`src/rtl/score_bus_generator_pkg.sv`:
```
// Shared types and constants for the score bus producer.
package score_bus_generator_pkg;

    localparam int unsigned SCORE_W       = 7;
    localparam int unsigned SCORE_MAX_DEF = 100;

    typedef enum logic [1:0] {
        IDLE,
        RUN,
        HOLD
    } stateT;

endpackage

```
`src/rtl/score_bus_generator_channel.sv`:
```
// One saturating score counter; an increment and a decrement in the same cycle cancel out.
module score_channel
    import score_bus_generator_pkg::*;
#(
    parameter int unsigned SCORE_MAX = SCORE_MAX_DEF
) (
    input  logic               Clock,
    input  logic               Reset,
    input  logic               clear,
    input  logic               enable,
    input  logic               inc,
    input  logic               dec,
    output logic [SCORE_W-1:0] score
);

    logic [SCORE_W-1:0] scoreQ, scoreD;

    always_comb begin
        scoreD = scoreQ;
        if (clear) begin
            scoreD = '0;
        end else if (enable) begin
            // Limits are checked before the add/subtract, so no carry or borrow escapes.
            case ({inc, dec})
                2'b10: if (scoreQ < SCORE_W'(SCORE_MAX)) scoreD = scoreQ + SCORE_W'(1);
                2'b01: if (scoreQ != '0) scoreD = scoreQ - SCORE_W'(1);
                default: scoreD = scoreQ;
            endcase
        end
    end

    always_ff @(posedge Clock) begin
        if (Reset) begin
            scoreQ <= '0;
        end else begin
            scoreQ <= scoreD;
        end
    end

    assign score = scoreQ;

endmodule

```
`src/rtl/score_bus_generator.sv`:
```
// Timed scoring rounds with a valid/ack handoff of four frozen score buses.
// Optional decay of all channels is built only when SCORE_DECAY_EN is defined.
module score_bus_generator
    import score_bus_generator_pkg::*;
#(
    parameter int unsigned ROUND_CYCLES = 1000,
    parameter int unsigned SCORE_MAX    = SCORE_MAX_DEF,
    parameter int unsigned DECAY_PERIOD = 64
) (
    input  logic               Clock,
    input  logic               Reset,
    input  logic               Start,
    input  logic [3:0]         Inc,
    input  logic               Ack,
    output logic [SCORE_W-1:0] BusA,
    output logic [SCORE_W-1:0] BusB,
    output logic [SCORE_W-1:0] BusC,
    output logic [SCORE_W-1:0] BusD,
    output logic               Valid,
    output logic               Busy
);

    localparam int unsigned TIMER_W = $clog2(ROUND_CYCLES + 1);

    stateT              stateQ, stateD;
    logic [TIMER_W-1:0] timerQ, timerD;
    logic               startRound;
    logic               runStep;
    logic               decayStep;
    logic [SCORE_W-1:0] score [4];

    assign startRound = (stateQ == IDLE) && Start;
    assign runStep    = (stateQ == RUN);

    always_comb begin
        stateD = stateQ;
        timerD = timerQ;
        case (stateQ)
            IDLE: begin
                if (Start) begin
                    stateD = RUN;
                    timerD = TIMER_W'(ROUND_CYCLES);
                end
            end
            RUN: begin
                timerD = timerQ - TIMER_W'(1);
                if (timerQ == TIMER_W'(1)) stateD = HOLD;
            end
            HOLD: begin
                if (Ack) stateD = IDLE;
            end
            default: stateD = IDLE;
        endcase
    end

    always_ff @(posedge Clock) begin
        if (Reset) begin
            stateQ <= IDLE;
            timerQ <= '0;
        end else begin
            stateQ <= stateD;
            timerQ <= timerD;
        end
    end

`ifdef SCORE_DECAY_EN
    localparam int unsigned DECAY_W = $clog2(DECAY_PERIOD + 1);

    logic [DECAY_W-1:0] decayQ;

    assign decayStep = runStep && (decayQ == DECAY_W'(DECAY_PERIOD - 1));

    always_ff @(posedge Clock) begin
        if (Reset || startRound) begin
            decayQ <= '0;
        end else if (runStep) begin
            decayQ <= decayStep ? '0 : decayQ + DECAY_W'(1);
        end
    end
`else
    // DECAY_PERIOD has no effect without decay.
    assign decayStep = 1'b0 && (DECAY_PERIOD == 0);
`endif

    for (genvar i = 0; i < 4; i++) begin : gChan
        score_channel #(
            .SCORE_MAX(SCORE_MAX)
        ) uChan (
            .Clock (Clock),
            .Reset (Reset),
            .clear (startRound),
            .enable(runStep),
            .inc   (Inc[i]),
            .dec   (decayStep),
            .score (score[i])
        );
    end

    assign BusA  = score[0];
    assign BusB  = score[1];
    assign BusC  = score[2];
    assign BusD  = score[3];
    assign Valid = (stateQ == HOLD);
    assign Busy  = (stateQ == RUN);

endmodule
```
`config.mk`:
```
export PLATFORM = sky130hd
export DESIGN_NAME = score_bus_generator
export DESIGN_NICKNAME = d
export VERILOG_FILES = /design/src/rtl/score_bus_generator_pkg.sv /design/src/rtl/score_bus_generator_channel.sv /design/src/rtl/score_bus_generator.sv
export SDC_FILE = /design/constraint.sdc
export NUM_CORES = 1
export LEC_CHECK = 0
export CAP_MARGIN = 15
export CORE_MARGIN = 1
export CORE_UTILIZATION = 25
export CTS_BUF_LIST = sky130_fd_sc_hd__clkbuf_2 sky130_fd_sc_hd__clkbuf_4 sky130_fd_sc_hd__clkbuf_8
export CTS_CLUSTER_SIZE = 10
export DETAILED_ROUTE_END_ITERATION = 10
export GPL_TIMING_DRIVEN = 0
export SLEW_MARGIN = 5
export SYNTH_ARGS = -nofsm -noshare
export SYNTH_HDL_FRONTEND = slang
export SYNTH_SLANG_ARGS = --single-unit
```
`constraint.sdc`:
```
create_clock -name Clock -period 1.6 [get_ports Clock]
set_input_delay 0.48 -clock Clock [delete_from_list [all_inputs] [get_ports Clock]]
set_output_delay 0.48 -clock Clock [all_outputs]
set_load 0.02 [all_outputs]
```
Word level (Yosys, flattened, before mapping)

Index checks and enable logic that the tools add are counted.
Widths: inputs -> output; s select.

Register bits: 40
Bits in latches: 0
Bits in writable memories: 0
Bits in read-only memories: 0
Input bits: 8
Output and inout bits: 30
Word-level logic and storage cells: 37
Memories kept: 0

Add/sub/neg operators: 5
Multiply operators: 0
Divide/modulo/power cells: 0
Magnitude comparators: 4
Eq/ne operators: 6
Shift operators: 0
Mux-type cells: 6
Bitwise operators: 0
Reductions and logical operators: 10

Operators with widths:

| cell                  | number |
|---|---|
| $add 7x1->7 const B   | 4 |
| $lt 7x7->1 const B    | 4 |
| $pmux 10 s2           | 1 |
| $reduce_and 3->1      | 5 |
| $eq 10x1->1 const B   | 1 |
| $mux 10               | 1 |
| $sub 10x1->10 const B | 1 |
| $mux 2                | 3 |
| $pmux 2 s3            | 1 |
| $ne 2x2->1 const B    | 2 |
| $eq 2x1->1 const B    | 1 |
| $eq 2x2->1 const B    | 1 |
| $logic_not 2->1       | 1 |
| $ne 2x1->1 const B    | 1 |
| $reduce_and 2->1      | 1 |
| $reduce_bool 2->1     | 1 |
| $reduce_or 2->1       | 1 |
| $logic_and 1x1->1     | 1 |

Longest topological paths before layout

Depth in word-level cells: 3
Mapped depth: 5
Depth with buffers taken out: 5

Cells and area by module

A second synthesis with hierarchy kept.

Cells, all modules: 359
Area total of the unflattened synthesis: 2954.1 um^2

By module, submodules not included:

| module              | instances | cells an instance | area each (um^2) | seq. area each (um^2) |
|---|---|---|---|---|
| score_channel       | 4         | 72                | 580.6            | 140.1 |
| score_bus_generator | 1         | 71                | 631.9            | 240.2 |

Worst setup path after synthesis

OpenSTA, ideal clock, no wires.

Kind: register to register
Start: reg stateQ[0]
End: reg gChan[0].uChan.scoreQ[2]
Setup time: 121 ps
Arrival time: 1332 ps
Data required time: 1479 ps
Path slack: 148 ps
Cell stages (with the launch flop): 6
Path buffers: 1
Period minus slack after synthesis: 1452 ps
Cells stage by stage: dfxtp_1 -> buf_4 -> nand2b_4 -> clkinv_1 -> nand4_1 -> mux2_2

Elaborated cells on any way between the ends: 5
Classes of those cells: eq/ne (1); reduce/logical (4)

RTL lines:

| element                           | RTL line                          | text |
|---|---|---|
| start, declared                   | score_bus_generator.sv:25         | `stateT stateQ, stateD;` |
| start signal, assigned            | score_bus_generator.sv:61         | `stateQ <= stateD;` |
| $eq 2x1->1                        | --                                |  |
| via Busy                          | score_bus_generator.sv:20         | `output logic Busy` |
| $reduce_and 3->1 (no source line) | --                                |  |
| end signal, assigned              | score_bus_generator_channel.sv:36 | `scoreQ <= scoreD;` |
| end, declared                     | score_bus_generator_channel.sv:16 | `logic [SCORE_W-1:0] scoreQ, scoreD;` |

The timed path passes the listed nets, and every way through them passes these cells.
A chain may end at the register's enable or synchronous reset.

Worst setup path in the final report

Start: reg stateQ[0]
End: out Busy

Word-level cells in the longest chain between the ends: 1

Ends and longest elaborated chain:

| element       | RTL line                   | text |
|---|---|---|
| $eq 2x1->1    | score_bus_generator.sv:104 | `assign Busy = (stateQ == RUN);` |
| end, declared | score_bus_generator.sv:20  |  |

Every way passes these cells.

==> impl_metrics.toml <==
[status]
outcome = "finished, final reports clean"

[synth]
yosysTopAreaCellShare_pct = 37.89
ys_seq_area_share_pct = 37.89
yosysMostFrequentCell = "dfxtp_1"
syn_area_per_cell_um2 = 8.993
ys_warn_count = 0
synth_edf_count = 0
ys_types = 46
syn-num-nets = 249
async_flop_share_pct = 0
synth_seq_cells = 40
yosysTopAreaCell = "dfxtp_1"
synth.top_cells.by_count = "dfxtp_1, nand3_1, a21oi_1, mux2i_1"
netlist_instances = 235
synth_area_um2 = 2113
synth_flop_cell = "dfxtp_1"
ys_top_cells_by_area = "dfxtp_1, mux2i_1, nand3_1, a21oi_1, ha_1"

[clock_network]
cts_buffers = 5
cts_hold_buf = 0
htree_levels = 2
cts_root_buf = "clkbuf_8"
cts_tree = "built"
clkSinkCount = 40
clkTransAtPathRegs_ns = 0.08
cts_buffer_depth = 2
clk_latency_ns = 0.30

[route]
post_drt_wl_per_cell_um = 14.27
viasPerCell = 5.159
ant_nets = 0
wl_mm = 5.636
dr.pass1.iters = 4
drcViolationCount = 0
drt-initial-drc-count = 85
num_vias = 2038

[sta]
post-route-period-util_pct = 97.31
slew_viol_final = 0
clock_skew_ns = 0.007023
hold_ws_ns = 0.5057
finalHoldViolCount = 0
setup_ws_ns = 0.04302
tightestPinTransition_ns = 0.6086
setup_viol = 0
fmax_ghz = 0.6423
maxSlewHeadroom_pct = 59.28
final.min_clock_period_ns = 1.557

[worst_setup_path]
cp-end-kind = "output port"
critical_path_class = "reg2out"
rr_endpoint = "gChan[1].uChan.score[4]"
cp.arrival_ns = 1.08
rr_worst_depth = 5
r2r_start = "stateQ[1]"
start_kind = "flip-flop"
worstPathMaxFanout = 11
cp.buffers_inverters = 2
r2r_slack_ns = 0.07
worst_path_max_delay_cell = "dfxtp_4"
critPathMaxStageDelay_ns = 0.46
cp_top_family = "flip-flops"
crit_required_ns = 1.12
crit_chain = "nand2b_4 > clkinv_8 > buf_6"

[power]
ir_drop_uv = 321.0
p_leak_nw = 1.118
p_per_area_nw_per_um2 = 741.7

[global_routing]
first_global_vias = 1858
track_usage_pct = 13.19
grt_pass1_wl_mm = 9.011
overflow = 0
antenna_found_initial = 0
grt_max_degree = 14

[cells_and_area]
drive_above_1_share_pct = 16.90
synthToLayoutAreaGrowth_pct = 34.22
final_cell_area_um2 = 2836
antenna_cells = 0
finalNonFillerCells = 395
final_nets = 303

[placed_design]
place_inst = 377
dp_hpwl_mm = 3.993
pre_cts_ws_ns = -0.6821
io_buffers = 37
place_congestion = 0.8020
placed_area_um2 = 2615

[floorplan]
die_width_um = 93.94
die_h_um = 93.94
start_util_pct = 25.72
dieArea_um2 = 8825
core_area_um2 = 8217
rows = 33
io_pins = 38

[worst_hold_path]
hold_end = "gChan[0].uChan.score[6]"
holdPathStages = 2
hold_class = "reg2reg"
min_from = "gChan[0].uChan.score[6]"

[job]
maxCapViolCount = 0
-- metrics by stage --
| step | utilization, % | TNS, ns | power, mW |
|---|---|---|---|
| after floorplan | - | 0 | 1.283 |
| after detailed placement | 31.83 | -16.09 | 1.391 |
| after CTS | 33.01 | -0.08975 | 2.089 |
| final | 34.52 | 0 | 2.104 |
| after global placement | 31.83 | -14.87 | 1.383 |
| after global routing | 34.52 | -0.02609 | 2.202 |
-- final cells by class --
cell class	count	area, µm²
Inverter	10	50.05
Multi-Input combinational cell	173	1246
Clock inverter	3	18.77
Clock buffer	5	68.82
Buffer	11	81.33
Tap cell	105	131.4
Fill cell	851	5380
Sequential cell	40	809.5
Timing Repair Buffer	48	430.4
-- power breakdown --
group	internal, mW	leakage (nW)	switching [mW]
Combinational	0.152	0.743	0.190
Clock	0.304	0.0479	0.381
Sequential	1.03	0.327	0.0493
Total	1.48	1.12	0.621
-- layer usage --
metal / GRT usage, % / vias up / wire, µm
met1: 16.31 / 963 / 2589
li1: - / 1022 / -
met2: 21.53 / 47 / 2674
met3: 3.722 / 6 / 301
met5: 0 / - / 0
met4: 5.128 / 0 / 70
-- layout by cell type, fill, tap and decap left out, types with 6 or more instances in the layout --
| cell type | count |
|---|---|
| inv_1 | 9 |
| dfxtp_1 | 37 |
| nand2_1 | 10 |
| clkdlybuf4s15_1 | 9 |
| or4_1 | 10 |
| nand4_1 | 11 |
| clkbuf_2 | 7 |
| nor3_1 | 6 |
| mux2i_1 | 13 |
| dlygate4sd2_1 | 16 |
| a21oi_1 | 17 |
| or3_1 | 9 |
| a311oi_1 | 6 |
| nand3_1 | 23 |
| buf_4 | 13 |
| o31ai_1 | 6 |
| ha_1 | 6 |
-- cells by family (layout without fill, tap and decap cells) --
group | count (synthesis) | count (layout) | share of synthesized area (%)
and+or+nand+nor | 107 | 107 | 31.91
buffers and inverters | 22 | 77 | 4.736
muxes | 14 | 14 | 6.690
DFF | 40 | 40 | 37.89
AOI/OAI and AO/OA | 46 | 46 | 15.22
adders and majority gates | 6 | 6 | 3.552
-- registers in the layout (all words and copies together) (netlist names) --
register           cells
gChan.uChan.score     28
timerQ                10
stateQ                 2
-- worst register-to-register path, delay by kind of cell, from the launching register on --
| family | cells | cell delay [ns] |
|---|---|---|
| and+or+nand+nor | 2 | 0.59 |
| DFF | 1 | 0.37 |
| buffers and inverters | 2 | 0.27 |
| muxes | 1 | 0.24 |
-- repair_timing --
| item | 4_1_cts | 5_1_grt |
|---|---|---|
| setup buffers | 1 | 10 |
| setup endpoints to repair | 62 | 39 |
| gates resized for setup | 55 | 38 |
| pin swaps | 0 | 2 |
-- worst max-delay path by stage --
stage	startpoint	endpoint	slack, ns	cells past startpoint
after floorplan	stateQ[0]	gChan[0].uChan.score[2]	0.15	5
after global placement	Reset	gChan[3].uChan.score[6]	-0.68	5
after detailed placement	Reset	gChan[2].uChan.score[6]	-0.68	5
after CTS	stateQ[0]	Busy	-0.05	4
after global routing	stateQ[1]	gChan[1].uChan.score[3]	-0.009	5
final	stateQ[0]	Busy	0.04	3
Power figures use the tool's default switching activity.
